[src/rtl/wb_arbiter_if.sv]
// -----------------------------------------------------------------------------
// wb_arbiter_if
// Bundle of the writeback arbiter's request, register-port and hazard-check
// signals.
//   slave  : arbiter side (takes requests, drives the register write port)
//   master : producer / register bank / decode side
// Signals:
//   alu_valid_i/alu_ready_o/alu_addr_i/alu_data_i  ALU write request
//   lsu_valid_i/lsu_ready_o/lsu_addr_i/lsu_data_i  LSU write request
//   wb_stall_i, we_o, waddr_o, wdata_o             register bank write port
//   chk_addr_a_i/b_i, busy_a_o/b_o                 decode hazard check
//   count_o                                        queue occupancy
// -----------------------------------------------------------------------------
interface wb_arbiter_if #(
  parameter int DATAWIDTH = 32,
  parameter int NUMREGS   = 32,
  parameter int DEPTH     = 4
);
  localparam int AW = $clog2(NUMREGS);
  localparam int CW = $clog2(DEPTH) + 1;

  logic                 alu_valid_i;
  logic                 alu_ready_o;
  logic [AW-1:0]        alu_addr_i;
  logic [DATAWIDTH-1:0] alu_data_i;
  logic                 lsu_valid_i;
  logic                 lsu_ready_o;
  logic [AW-1:0]        lsu_addr_i;
  logic [DATAWIDTH-1:0] lsu_data_i;
  logic                 wb_stall_i;
  logic                 we_o;
  logic [AW-1:0]        waddr_o;
  logic [DATAWIDTH-1:0] wdata_o;
  logic [AW-1:0]        chk_addr_a_i;
  logic [AW-1:0]        chk_addr_b_i;
  logic                 busy_a_o;
  logic                 busy_b_o;
  logic [CW-1:0]        count_o;

  modport slave (
    input  alu_valid_i, alu_addr_i, alu_data_i,
    input  lsu_valid_i, lsu_addr_i, lsu_data_i,
    input  wb_stall_i, chk_addr_a_i, chk_addr_b_i,
    output alu_ready_o, lsu_ready_o,
    output we_o, waddr_o, wdata_o,
    output busy_a_o, busy_b_o, count_o
  );

  modport master (
    output alu_valid_i, alu_addr_i, alu_data_i,
    output lsu_valid_i, lsu_addr_i, lsu_data_i,
    output wb_stall_i, chk_addr_a_i, chk_addr_b_i,
    input  alu_ready_o, lsu_ready_o,
    input  we_o, waddr_o, wdata_o,
    input  busy_a_o, busy_b_o, count_o
  );
endinterface

[src/rtl/wb_arbiter.sv]
// -----------------------------------------------------------------------------
// wb_arbiter
// Round-robin arbiter between ALU and LSU register writes feeding an in-order
// FIFO that drains one entry per cycle onto the register bank write port.
// Also reports whether decode's source registers have a queued write pending.
// Ports:
//   clk_i  : clock, rising edge
//   rst_i  : synchronous active-high reset
//   bus    : wb_arbiter_if.slave (requests, write port, hazard check, count)
// -----------------------------------------------------------------------------
module wb_arbiter #(
  parameter int DATAWIDTH = 32,
  parameter int NUMREGS   = 32,
  parameter int DEPTH     = 4
) (
  input  logic         clk_i,
  input  logic         rst_i,
  wb_arbiter_if.slave  bus
);
  localparam int AW = $clog2(NUMREGS);
  localparam int PW = $clog2(DEPTH);
  localparam int CW = PW + 1;

  // Queue storage; read combinationally at the head and across all entries
  // for the hazard check.
  logic [AW-1:0]        addr_mem [DEPTH];
  logic [DATAWIDTH-1:0] data_mem [DEPTH];

  logic [PW-1:0] wr_ptr_reg;
  logic [PW-1:0] rd_ptr_reg;
  logic [CW-1:0] count_reg;
  logic [CW-1:0] count_next;
  logic          last_grant_reg;  // 0: ALU granted last, 1: LSU granted last

  logic                 full;
  logic                 contended;
  logic                 alu_ready;
  logic                 lsu_ready;
  logic                 alu_xfer;
  logic                 lsu_xfer;
  logic                 push;
  logic                 pop;
  logic [AW-1:0]        push_addr;
  logic [DATAWIDTH-1:0] push_data;

  always_comb begin
    full      = (count_reg == CW'(DEPTH));
    contended = bus.alu_valid_i & bus.lsu_valid_i;
    // Under contention only the source not granted last is ready; otherwise
    // both are ready so a lone requester never waits on the other.
    alu_ready = !full & (!contended |  last_grant_reg);
    lsu_ready = !full & (!contended | !last_grant_reg);
    alu_xfer  = bus.alu_valid_i & alu_ready;
    lsu_xfer  = bus.lsu_valid_i & lsu_ready;
    push_addr = lsu_xfer ? bus.lsu_addr_i : bus.alu_addr_i;
    push_data = lsu_xfer ? bus.lsu_data_i : bus.alu_data_i;
    // Writes to register 0 are accepted but dropped.
    push      = (alu_xfer | lsu_xfer) & (push_addr != '0);
    pop       = (count_reg != '0) & !bus.wb_stall_i;
    count_next = count_reg;
    case ({push, pop})
      2'b10:   count_next = count_reg + CW'(1);
      2'b01:   count_next = count_reg - CW'(1);
      default: count_next = count_reg;
    endcase
  end

  always_ff @(posedge clk_i) begin
    if (rst_i) begin
      wr_ptr_reg     <= '0;
      rd_ptr_reg     <= '0;
      count_reg      <= '0;
      last_grant_reg <= 1'b0;
    end else begin
      if (push) wr_ptr_reg <= wr_ptr_reg + PW'(1);
      if (pop)  rd_ptr_reg <= rd_ptr_reg + PW'(1);
      count_reg <= count_next;
      // Fairness state moves only when a real choice was made.
      if (contended & !full) last_grant_reg <= lsu_xfer;
    end
  end

  always_ff @(posedge clk_i) begin
    if (!rst_i && push) begin
      addr_mem[wr_ptr_reg] <= push_addr;
      data_mem[wr_ptr_reg] <= push_data;
    end
  end

  // Hazard check: an entry counts only if it lies within count_reg slots
  // ahead of the read pointer (modulo DEPTH).
  logic [DEPTH-1:0] occupied;
  logic [DEPTH-1:0] match_a;
  logic [DEPTH-1:0] match_b;

  genvar gi;
  generate
    for (gi = 0; gi < DEPTH; gi++) begin : g_entry
      logic [PW-1:0] offset;
      assign offset       = PW'(gi) - rd_ptr_reg;
      assign occupied[gi] = ({1'b0, offset} < count_reg);
      assign match_a[gi]  = occupied[gi] & (addr_mem[gi] == bus.chk_addr_a_i);
      assign match_b[gi]  = occupied[gi] & (addr_mem[gi] == bus.chk_addr_b_i);
    end
  endgenerate

  assign bus.alu_ready_o = alu_ready;
  assign bus.lsu_ready_o = lsu_ready;
  assign bus.we_o        = pop;
  assign bus.waddr_o     = (count_reg != '0) ? addr_mem[rd_ptr_reg] : '0;
  assign bus.wdata_o     = (count_reg != '0) ? data_mem[rd_ptr_reg] : '0;
  assign bus.busy_a_o    = (bus.chk_addr_a_i != '0) & (|match_a);
  assign bus.busy_b_o    = (bus.chk_addr_b_i != '0) & (|match_b);
  assign bus.count_o     = count_reg;
endmodule

[src/flat_wrapper.sv]
// flat-port wrapper written by rule: the top's interface ports become plain ports
module wb_arbiter_flat 
#(
  parameter int DATAWIDTH = 32,
  parameter int NUMREGS   = 32,
  parameter int DEPTH     = 4
)
  (clk_i, rst_i, bus_alu_valid_i, bus_alu_addr_i, bus_alu_data_i, bus_lsu_valid_i, bus_lsu_addr_i, bus_lsu_data_i, bus_wb_stall_i, bus_chk_addr_a_i, bus_chk_addr_b_i, bus_alu_ready_o, bus_lsu_ready_o, bus_we_o, bus_waddr_o, bus_wdata_o, bus_busy_a_o, bus_busy_b_o, bus_count_o);
  wb_arbiter_if #(.DATAWIDTH(DATAWIDTH), .NUMREGS(NUMREGS), .DEPTH(DEPTH)) bus_i ();
  input  logic clk_i;
  input  logic rst_i;
  input wire logic [$bits(bus_i.alu_valid_i)-1:0] bus_alu_valid_i;
  input wire logic [$bits(bus_i.alu_addr_i)-1:0] bus_alu_addr_i;
  input wire logic [$bits(bus_i.alu_data_i)-1:0] bus_alu_data_i;
  input wire logic [$bits(bus_i.lsu_valid_i)-1:0] bus_lsu_valid_i;
  input wire logic [$bits(bus_i.lsu_addr_i)-1:0] bus_lsu_addr_i;
  input wire logic [$bits(bus_i.lsu_data_i)-1:0] bus_lsu_data_i;
  input wire logic [$bits(bus_i.wb_stall_i)-1:0] bus_wb_stall_i;
  input wire logic [$bits(bus_i.chk_addr_a_i)-1:0] bus_chk_addr_a_i;
  input wire logic [$bits(bus_i.chk_addr_b_i)-1:0] bus_chk_addr_b_i;
  output wire logic [$bits(bus_i.alu_ready_o)-1:0] bus_alu_ready_o;
  output wire logic [$bits(bus_i.lsu_ready_o)-1:0] bus_lsu_ready_o;
  output wire logic [$bits(bus_i.we_o)-1:0] bus_we_o;
  output wire logic [$bits(bus_i.waddr_o)-1:0] bus_waddr_o;
  output wire logic [$bits(bus_i.wdata_o)-1:0] bus_wdata_o;
  output wire logic [$bits(bus_i.busy_a_o)-1:0] bus_busy_a_o;
  output wire logic [$bits(bus_i.busy_b_o)-1:0] bus_busy_b_o;
  output wire logic [$bits(bus_i.count_o)-1:0] bus_count_o;
  assign bus_i.alu_valid_i = bus_alu_valid_i;
  assign bus_i.alu_addr_i = bus_alu_addr_i;
  assign bus_i.alu_data_i = bus_alu_data_i;
  assign bus_i.lsu_valid_i = bus_lsu_valid_i;
  assign bus_i.lsu_addr_i = bus_lsu_addr_i;
  assign bus_i.lsu_data_i = bus_lsu_data_i;
  assign bus_i.wb_stall_i = bus_wb_stall_i;
  assign bus_i.chk_addr_a_i = bus_chk_addr_a_i;
  assign bus_i.chk_addr_b_i = bus_chk_addr_b_i;
  assign bus_alu_ready_o = bus_i.alu_ready_o;
  assign bus_lsu_ready_o = bus_i.lsu_ready_o;
  assign bus_we_o = bus_i.we_o;
  assign bus_waddr_o = bus_i.waddr_o;
  assign bus_wdata_o = bus_i.wdata_o;
  assign bus_busy_a_o = bus_i.busy_a_o;
  assign bus_busy_b_o = bus_i.busy_b_o;
  assign bus_count_o = bus_i.count_o;
  wb_arbiter #(.DATAWIDTH(DATAWIDTH), .NUMREGS(NUMREGS), .DEPTH(DEPTH)) u_core (.clk_i(clk_i), .rst_i(rst_i), .bus(bus_i));
endmodule
[config.mk]
export PLATFORM = sky130hd
export DESIGN_NAME = wb_arbiter_flat
export DESIGN_NICKNAME = d
export VERILOG_FILES = /design/src/rtl/wb_arbiter_if.sv /design/src/rtl/wb_arbiter.sv /design/src/flat_wrapper.sv
export SDC_FILE = /design/constraint.sdc
export NUM_CORES = 1
export LEC_CHECK = 0
export CAP_MARGIN = 0
export CORE_MARGIN = 4
export CORE_UTILIZATION = 25
export DETAILED_ROUTE_END_ITERATION = 10
export GPL_TIMING_DRIVEN = 0
export SYNTH_ARGS = -nofsm -noshare
export SYNTH_HDL_FRONTEND = slang
export SYNTH_SLANG_ARGS = --single-unit
[constraint.sdc]
create_clock -name clk_i -period 6.7 [get_ports clk_i]
set_input_delay 1.34 -clock clk_i [delete_from_list [all_inputs] [get_ports clk_i]]
set_output_delay 1.34 -clock clk_i [all_outputs]
set_load 0.05 [all_outputs]
==> flow_metrics.py, run 1 <==
metrics = {
    "timing": {
        "grt_setup_unrepaired": "false",
        "final_min_period_over_clock_period_pct": 70.5,
        "hold_viol_final": 0,
        "period_needed_ns": 4.73,
        "setup_viol": 0,
        "timing_worst_slew_pin_value_ns": 0.757,
        "slew-limit-headroom_pct": 49.5,
        "finalWorstSetupSlack_ns": 1.97,
        "max_clock_freq_mhz": 212,
        "final_max_slew_viol_count": 0,
        "finClkSkew_ns": 0.00889,
        "tns_ns": 0,
    },
    "clocking": {
        "worst_setup_hold_path_clk_slew_ns": 0.07,
        "cts-resized-gates": 0,
        "tritoncts.num_buffers": 17,
        "holdBufCountCts": 0,
        "sinks_on_the_clock_net": 158,
        "ctsHtreeMaxLevel": 4,
        "tritoncts": "done",
        "insertion_delay_ns": 0.42,
        "post_cts_buffers": 0,
        "clock_path_buffers": 2,
        "clockRootBuffer": "clkbuf_16",
    },
    "floorplanning": {
        "floorplan.die_area_um2": 31800,
        "row_count": 62,
        "top_level_ports": 134,
        "start_util_pct": 25.3,
        "die_width_um": 178,
        "dieHeight_um": 178,
        "coreArea_um2": 28700,
    },
    "worst_hold_path": {
        "hp-class": "flip-flop to flip-flop",
        "worstHoldStart": "u_core.wr_ptr_reg[1]",
    },
    "yosys": {
        "synth_enable_flop_cells": 148,
        "synthDominantCellAreaShare_pct": 61.2,
        "yosysUniqueCellTypes": 35,
        "portion_of_the_post_synthesis_area_used_by_sequential_elements_pct": 64.0,
        "synth.avg_cell_area_um2": 16.8,
        "synthArstFlopShare_pct": 0,
        "ys.flop_type": "edfxtp_1",
        "synthTopCellsByArea": "edfxtp_1 61%, mux4_2 11%, mux2_2 5.7%",
        "synth_top_area_cell": "edfxtp_1",
        "post_synth_instance_area_um2": 7260,
        "synth_seq_cells": 158,
        "synthesis.instances": 433,
        "yosys_warnings": 0,
        "synth_nets": 532,
    },
    "route": {
        "drc_markers": 0,
        "antenna_left": 0,
        "num_vias": 4162,
        "finalWirelength_um": 17000,
        "detailedRoute.firstIterationViolations": 196,
        "route.detailed.vias_per_inst": 4.21,
        "drt-pass1-iter-count": 4,
        "wl_per_cell_um": 17.2,
    },
    "placement": {
        "post_placement_setup_slack_ns": 2.04,
        "detailedPlacementHpwl_um": 12400,
        "gp_weighted_congestion": 0.811,
        "numPortBuffers": 123,
    },
    "cells_and_area": {
        "flow.area_growth_from_synthesis_pct": 34.1,
        "post_route_cells_drive_above_1_share_pct": 23.3,
        "register_ranked_first_by_flip_flop_count": "u_core.data_mem",
        "largest_register_ffs": 128,
        "final.fill_count": 2775,
        "antenna_cells": 0,
        "finalNetCount": 690,
        "leading_cell_type_in_the_layout_fill_and_taps_excluded": "edfxtp_1",
        "most-common-layout-cells": "148 x edfxtp_1, 123 x clkdlybuf4s50_1, 38 x nor2b_1",
    },
    "global_route": {
        "grt_use_total_pct": 11.0,
        "number_of_antenna_violations_at_the_first_check_in_global_routing": 0,
        "grt.overflow.total": 0,
        "grt_start_max_net_pins": 17,
        "first_global_vias": 4381,
        "wire_length_of_the_first_global_routing_pass_um": 26000,
    },
    "power_and_ir_drop": {
        "internal_power_uw": 2360,
        "pnr_total_power_uw": 3830,
        "netSwitchingFraction_pct": 38.3,
        "cellLeakagePower_uw": 0.00314,
        "clockPowerShare_pct": 23.8,
        "power_per_cell_area_nw_per_um2": 393,
        "seqPwrFrac_pct": 33.2,
        "net-switching-power_uw": 1470,
        "peakVddDrop_v": 0.000124,
        "comb_power_share_pct": 43.0,
    },
    "critical_path": {
        "rr_startpoint": "u_core.bus.count_o[2]",
        "worstSetupEndpoint": "bus_busy_b_o",
        "r2r_slack_ns": 3.94,
        "endpoint_kind": "output port",
        "cp_max_fo": 5,
        "worst_ep_required_time_ns": 5.36,
        "cp_data_arrival_time_ns": 3.39,
        "worstSetupStartpointType": "primary input",
        "depth_of_the_most_critical_reg_to_reg_path": 8,
        "crit_type": "primary input to output port",
        "source_of_the_critical_timing_path": "bus_chk_addr_b_i[4]",
        "terminus_of_the_critical_flop_to_flop_path": "u_core.data_mem[3][24]",
    },
    "run": {
        "drv_cap": 0,
    },
    "status": {
        "run_status": "finished, final reports clean",
    },
}
-- synth_stat cells (all sizes together), types with 2 or more instances --
| library cell | instances |
|---|---|
| buf | 10 |
| xor2 | 18 |
| mux2 | 38 |
| nor2 | 13 |
| nor3 | 4 |
| xnor2 | 28 |
| o21ba | 2 |
| nor3b | 4 |
| nand3 | 11 |
| edfxtp | 148 |
| nor4 | 10 |
| o22ai | 2 |
| ha | 9 |
| nand2b | 4 |
| inv | 11 |
| or3 | 2 |
| dfxtp | 10 |
| a21oi | 5 |
| nor2b | 38 |
| mux4 | 37 |
| nand2 | 2 |
| clkbuf | 18 |
| a31oi | 2 |
-- through the flow --
stage                     hold WS [ns]  cell area (um2)  std cells  util, %
final                            0.525             9740        988     33.9
after global routing             0.565             9740        988     33.9
after CTS                        0.532             9740        988     33.9
after detailed placement         0.520             9180        956     32.0
after global placement           0.505             8970        940     31.3
after floorplan                  0.484             7260        433        -
-- critical path, cell delays in order --
cell	delay (ns)
clkbuf_1	0.27
xnor2_1	0.17
nand3_1	0.12
nor4_1	0.39
nor4_1	0.13
a21oi_1	0.14
clkdlybuf4s50_1	0.82
-- per-layer routing --
| layer | up-vias | share of wire (%) | global-route usage (%) |
|---|---|---|---|
| met2 | 118 | 49 | 18.4 |
| met3 | 9 | 6.1 | 3.01 |
| met4 | 0 | 0.86 | 2.78 |
| li1 | 1967 | - | - |
| met5 | - | 0 | 0 |
| met1 | 2068 | 44 | 14.3 |
-- how the worst min path moves through the flow --
| stage | end | depth (start not counted) | slack [ns] |
|---|---|---|---|
| global placement | u_core.wr_ptr_reg[1] | 2 | 0.51 |
| detailed placement | u_core.wr_ptr_reg[1] | 2 | 0.52 |
| CTS | u_core.wr_ptr_reg[1] | 2 | 0.53 |
| finish | u_core.wr_ptr_reg[1] | 2 | 0.53 |
| floorplan | u_core.wr_ptr_reg[1] | 2 | 0.48 |
| global route | u_core.wr_ptr_reg[1] | 2 | 0.56 |
-- power by group through the flow --
stage	Sequential, uW	Combinational [uW]	Clock (uW)
5_1_grt	1280	1770	994
3_5_place_dp	1290	1680	0
3_3_place_gp	1310	1650	0
6_report	1270	1650	913
2_1_floorplan	1310	1090	0
4_1_cts	1270	1690	946
-- cell families after synthesis --
logic type / count (synthesis) / synth area share (%)
flip-flops: 158 / 64.0
AND/OR/NAND/NOR: 90 / 7.27
multiplexers: 76 / 17.6
XOR/XNOR: 46 / 5.55
buffers and inverters: 39 / 2.34
AO/OA/AOI/OAI: 14 / 1.50
adder cells (fa/ha/maj): 10 / 1.83
-- cell type report --
cell class / instances / area [um2] / area share, %
inverter: 11 / 41.3 / 0.424
timing repair buffer: 139 / 1420 / 14.6
clock inverter: 14 / 128 / 1.31
multi-input combinational: 236 / 2470 / 25.3
buffer: 28 / 129 / 1.32
clock buffer: 18 / 429 / 4.41
sequential: 158 / 4640 / 47.7
tap: 384 / 480 / 4.93
Note: power is estimated with default switching activity, not from simulation.
==> inputs of run 2 (changes only) <==
==> constraint.sdc (replaced) <==
create_clock -name clk_i -period 4.9 [get_ports clk_i]
set_input_delay 0.98 -clock clk_i [delete_from_list [all_inputs] [get_ports clk_i]]
set_output_delay 0.98 -clock clk_i [all_outputs]
set_load 0.05 [all_outputs]
==> results of run 2 <==
Same layout as run 1 (identical final DEF). Status: finished, final reports clean.
Main changes from that run: setup slack after placement 2.04 ns -> 0.953 ns; setup slack after layout 1.97 ns -> 0.655 ns; end point of the critical path bus_busy_b_o -> bus_wdata_o[10]; register-to-register setup slack 3.94 ns -> 2.14 ns; total power 3830 uW -> 5240 uW; worst IR drop on VDD 0.000124 V -> 0.000170 V
